--- src/rtl/wb_bfm_pkg.sv ---
// Shared definitions for the passive Wishbone protocol checker: FSM states,
// violation codes, cycle/burst type encodings and the violation priority encoder.
package wb_bfm_pkg;

    typedef enum logic [1:0] {
        ST_IDLE   = 2'd0,
        ST_ACTIVE = 2'd1,
        ST_BURST  = 2'd2
    } state_t;

    localparam logic [3:0] CODE_NONE       = 4'd0;
    localparam logic [3:0] CODE_STB_NO_CYC = 4'd1;
    localparam logic [3:0] CODE_UNSTABLE   = 4'd2;
    localparam logic [3:0] CODE_MULTI_TERM = 4'd3;
    localparam logic [3:0] CODE_STRAY_TERM = 4'd4;
    localparam logic [3:0] CODE_BURST_ADR  = 4'd5;
    localparam logic [3:0] CODE_TIMEOUT    = 4'd6;
    localparam logic [3:0] CODE_BURST_CTI  = 4'd7;

    localparam logic [2:0] CTI_CLASSIC = 3'b000;
    localparam logic [2:0] CTI_INCR    = 3'b010;
    localparam logic [2:0] CTI_END     = 3'b111;

    localparam logic [1:0] BTE_LINEAR = 2'b00;
    localparam logic [1:0] BTE_WRAP4  = 2'b01;
    localparam logic [1:0] BTE_WRAP8  = 2'b10;
    localparam logic [1:0] BTE_WRAP16 = 2'b11;

    // Bit i of viol stands for code i+1; the lowest set code wins.
    function automatic logic [3:0] first_code(input logic [6:0] viol);
        if (viol[0])      return CODE_STB_NO_CYC;
        else if (viol[1]) return CODE_UNSTABLE;
        else if (viol[2]) return CODE_MULTI_TERM;
        else if (viol[3]) return CODE_STRAY_TERM;
        else if (viol[4]) return CODE_BURST_ADR;
        else if (viol[5]) return CODE_TIMEOUT;
        else if (viol[6]) return CODE_BURST_CTI;
        else              return CODE_NONE;
    endfunction

endpackage

--- src/rtl/wb_bfm_next_adr.sv ---
// Next expected address of an incrementing burst: linear, or wrapping over
// 4/8/16 beats with the bits above the wrap boundary held.
module wb_bfm_next_adr
    import wb_bfm_pkg::*;
#(
    parameter int AW = 32,
    parameter int DW = 32
) (
    input  logic [AW-1:0] adr,
    input  logic [2:0]    cti,
    input  logic [1:0]    bte,
    output logic [AW-1:0] next_adr
);
    localparam int BPW = DW / 8;
    localparam logic [AW-1:0] STEP = AW'(BPW);

    logic [AW-1:0] inc_s;
    logic [AW-1:0] mask_s;

    // Wrap mask selects which low bits advance; linear uses all bits.
    always_comb begin
        inc_s = adr + STEP;
        case (bte)
            BTE_WRAP4:  mask_s = AW'(4 * BPW - 1);
            BTE_WRAP8:  mask_s = AW'(8 * BPW - 1);
            BTE_WRAP16: mask_s = AW'(16 * BPW - 1);
            default:    mask_s = {AW{1'b1}};
        endcase
        if (cti == CTI_INCR) begin
            next_adr = (adr & ~mask_s) | (inc_s & mask_s);
        end else begin
            next_adr = adr;
        end
    end

endmodule

--- config.mk ---
export PLATFORM = sky130hd
export DESIGN_NAME = wb_bfm_next_adr
export DESIGN_NICKNAME = d
export VERILOG_FILES = /design/src/rtl/wb_bfm_pkg.sv /design/src/rtl/wb_bfm_next_adr.sv
export SDC_FILE = /design/constraint.sdc
export NUM_CORES = 1
export LEC_CHECK = 0
export ABC_AREA = 1
export CAP_MARGIN = 10
export CORE_ASPECT_RATIO = 1.75
export CORE_UTILIZATION = 38
export DETAILED_ROUTE_END_ITERATION = 16
export PLACE_DENSITY = 0.85
export SYNTH_ARGS = -nofsm -noshare
export SYNTH_HDL_FRONTEND = slang
export SYNTH_SLANG_ARGS = --single-unit
export TNS_END_PERCENT = 30
--- constraint.sdc ---
create_clock -name vclk -period 1.76
set_input_delay 0.264 -clock vclk [all_inputs]
set_output_delay 0.264 -clock vclk [all_outputs]
set_load 0.02 [all_outputs]
# Word level (Yosys, flattened, before mapping)
# Index checks and enable logic that the tools add are counted.
[word_totals]
regBits = 0
input_bits = 37
out_inout_bits = 32
word_cells = 11
[op_classes]
addsub = 1
n_eq_ne = 4
muxes = 2
n_bitwise = 4
[ops]
columns = ["op", "n"]
rows = [
  ["32-bit one-hot mux with 3 select lines", 1],
  ["32-bit AND", 2],
  ["32-bit by 3-bit adder with 32-bit output, second input constant", 1],
  ["32-bit 2-to-1 mux", 1],
  ["32-bit NOT", 1],
  ["32-bit OR", 1],
  ["2-bit == test, second input constant", 2],
  ["3-bit by 2-bit == test with 1-bit output, second input constant", 1],
  ["2-bit by 1-bit == test with 1-bit output, second input constant", 1],
]

# Depth between registers and ports, before layout
[depth]
ltp_word = 6
mapped_depth = 10
ltp_nobuf = 10

# Worst setup path after synthesis
# Ideal clock, no wire load.
[synth_timing]
path_type = "input -> output"
from = "in bte[1]"
to = "out next_adr[23]"
arrival_ps = 1402
required_ps = 1496
path_slack_ps = 94
stages = 8
path_cell_list = "inv_1 -> ha_1 -> inv_2 -> nor2_4 -> nand2_2 -> nor2_4 -> nand2_1 -> xnor2_1"
[synth_via]
elab_chain_cells = 6
elab_cells_between_ends = 9
cone_classes = "3 x eq/ne; 2 x mux; 4 x bitwise"
[synth_lines]
columns = ["item", "line", "rtl"]
rows = [
  ["start, declared", "wb_bfm_next_adr.sv:11", "input logic [1:0] bte,"],
  ["2-bit == test / 2-bit by 1-bit == test with 1-bit output (equally long branches)", "wb_bfm_next_adr.sv:23", "case (bte)"],
  ["32-bit one-hot mux with 3 select lines *", "wb_bfm_next_adr.sv:23", ""],
  ["32-bit NOT", "wb_bfm_next_adr.sv:30", "next_adr = (adr & ~mask_s) | (inc_s & mask_s);"],
  ["32-bit AND", "wb_bfm_next_adr.sv:30", ""],
  ["32-bit OR *", "wb_bfm_next_adr.sv:30", ""],
  ["32-bit 2-to-1 mux *", "wb_bfm_next_adr.sv:29", "if (cti == CTI_INCR) begin"],
  ["end, declared", "wb_bfm_next_adr.sv:12", "output logic [AW-1:0] next_adr"],
]
# Mark *: on every way between the ends. The rest lies on a longest branch, timed or not.

# Worst setup path after layout
[layout_timing]
from = "in bte[1]"
to = "out next_adr[30]"
# The elaborated chain is that of the path after synthesis.

==> qor.txt <==
Status = finished, violations left
Failing checks = negative setup slack
Sequential element share of the synthesized area = 0%
Worst vdd ir = 0.0001282 V
Largest net degree at the start of global routing = 7
Initial DRC count = 76
Antenna-violating nets left = 0
Max FO, Critical Path = 5
Port buffer count = 65
Layout cells sized above 1 = 55.45%
Type of origin of the critical path = input port
I/O Pins = 69
Crit path largest cell delay = 220 ps
Net Sw Power = 0.2467 mW
Critical-path top delay cell = nor2_4
Initial antenna violation count = 0
Total grt overflow = 0
Area Overhead vs Synth = 114.1%
Rows = 24
Drt via density = 5.607
WS Path Type = input port to output port
RSZ-0062 raised after global routing = yes
Via count = 1,895
Final Core Density = 87.30%
Maximum clock rate = 0.5620 GHz
Final nets = 354
Reg area = 0 µm²
Seq_cells = 0
WP data required = 1500 ps
Final setup violation count = 2
1st-pass router iterations = 4
DRC violations left = 0
Initial Util = 40.78%
Comb pwr share = 100.0%
CP Cell Sequence = buf_6 -> inv_4 -> ha_4 -> nand4_4 -> nor2_4 -> nand2_4 -> nor2_4 -> nand3_2 -> nand2_2 -> buf_6
Proportion of power drawn by flip-flops and latches = 0%
Clkbuf count = 0
Number of global-route vias before repair = 1,789
Slew HR = 83.91%
Mapped Cells = 198
P per Cell Area = 197.6 nW/µm²
CP arrival = 1520 ps
Clk pwr share = 0%
GPL Wtd Cong = 0.9469
Synth unique cells = 21
Switching Fraction = 56.03%
Filler cell count = 130
Die height = 71.24 µm
Synthesized Nets = 238
Period utilization = 101.1%
Tmin final = 1779 ps
GRT Util Overall = 30.64%
Hold WC Path Type = input port to output port
Final setup margin = -19.23 ps
Syn. warnings = 0
Number of diodes = 0
First-pass GRT wire length = 7431 µm
Core area = 2552 µm²
Avg Inst Size Synth = 5.258 µm²
Final hold vios = 0
Wire per inst = 16.60 µm
Slew Viols, Final = 0
Leakage = 1.175 nW
Post-synthesis cell area = 1041 µm²
Worst-Margin Slew = 240.6 ps
DP Wirelength = 3317 µm
Post-route setup TNS = -37.05 ps
Cell Int Power = 0.1936 mW
Die area = 2961 µm²
Wirelength, routed = 5610 µm
Die width = 41.57 µm
# Max-Cap Violations = 0
Worst setup EP type = output port
==> area by class of cell <==
type	instances	area (µm²)	share of cell area, %
Timing Repair Buffer	116	888.4	39.87
Multi-Input combinational cell	165	1184	53.12
Inverter	31	123.9	5.559
Tap cell	26	32.53	1.460
==> logic make-up after synthesis <==
kind of cell | after synthesis | synth area share, %
simple gates | 142 | 67.31
buf+inv | 33 | 12.62
xor+xnor | 19 | 15.99
fa+ha+maj | 3 | 3.606
compound gates | 1 | 0.4803
==> metal layers <==
| layer | GRT usage (%) | share of wire [%] | vias to the layer above |
|---|---|---|---|
| met2 | 60.76 | 53 | 140 |
| met1 | 30.71 | 32 | 843 |
| met3 | 1.008 | 6.3 | 52 |
| li1 | - | - | 860 |
| met5 | 0 | 0 | - |
| met4 | 16.49 | 8.1 | 0 |
==> Yosys cell counts <==
| master | count | area (µm²) |
|---|---|---|
| inv_2 | 4 | 15.01 |
| nor3_2 | 3 | 30.03 |
| o21ai_1 | 1 | 5.000 |
| nand3_2 | 2 | 20.02 |
| ha_1 | 3 | 37.54 |
| buf_4 | 2 | 15.01 |
| nand3_1 | 14 | 70.07 |
| nor3b_1 | 1 | 7.510 |
| nor3_1 | 6 | 30.03 |
| nor2_1 | 22 | 82.58 |
| nand4_2 | 1 | 12.51 |
| xor2_1 | 12 | 105.1 |
| nor2_2 | 8 | 50.05 |
| inv_1 | 27 | 101.4 |
| nand3b_1 | 1 | 7.510 |
| nor3_4 | 1 | 16.27 |
| nand2_1 | 64 | 240.2 |
| xnor2_1 | 7 | 61.31 |
| nand2_2 | 3 | 18.77 |
| nand4_1 | 13 | 81.33 |
| nor2_4 | 3 | 33.78 |
==> cell usage in the layout (no fill, tap or decap), types with 10 or more instances in the layout <==
cell type | netlist | final
buf_4 | 2 | 50
inv_1 | 27 | 22
buf_6 | 0 | 11
buf_2 | 0 | 21
xor2_1 | 12 | 12
nand4_1 | 13 | 13
nand2_1 | 64 | 48
nor2_2 | 8 | 10
nor2_4 | 3 | 14
nand2_2 | 3 | 15
clkbuf_2 | 0 | 12
==> power groups by stage <==
stage                     sequential [mW]  combinational, mW  clock (mW)
final                                   0              0.440           0
after floorplan                         0              0.146           0
after global routing                    0              0.460           0
after CTS                               0              0.403           0
after detailed placement                0              0.407           0
after global placement                  0              0.403           0
==> worst max-delay path, delay by kind of cell <==
family / cells / cell delay, ps
buffers and inverters: 3 / 270
and+or+nand+nor: 6 / 790
adders and majority gates: 1 / 190
==> worst paths after layout <==
| path | endpoint | depth (start not counted) | startpoint | slack, ps |
|---|---|---|---|---|
| worst max-delay path | next_adr[30] | 10 | bte[1] | -20 |
| worst min-delay path | next_adr[0] | 0 | adr[0] | 530 |
==> per-stage QoR <==
step	instances	hold slack, ps	worst slack (ps)	total power [mW]	area [µm²]
after floorplan	198	640.6	94.01	0.1461	1041
after global placement	330	528.2	-828.4	0.4027	2032
after detailed placement	330	528.2	-896.2	0.4071	2032
after CTS	334	528.2	-11.21	0.4025	2166
after global routing	338	528.0	-121.0	0.4597	2228
final	338	528.0	-19.23	0.4403	2228
==> repair_timing <==
action | CTS | global route
hold buffers | 0 | 0
hold endpoints to repair | 0 | 0
pin swaps | 36 | 33
endpoints found under the setup margin | 30 | 27
resized for setup | 233 | 60
cloned | 0 | 0
buffers inserted | 4 | 4
Note: power is estimated with default switching activity, not from simulation.
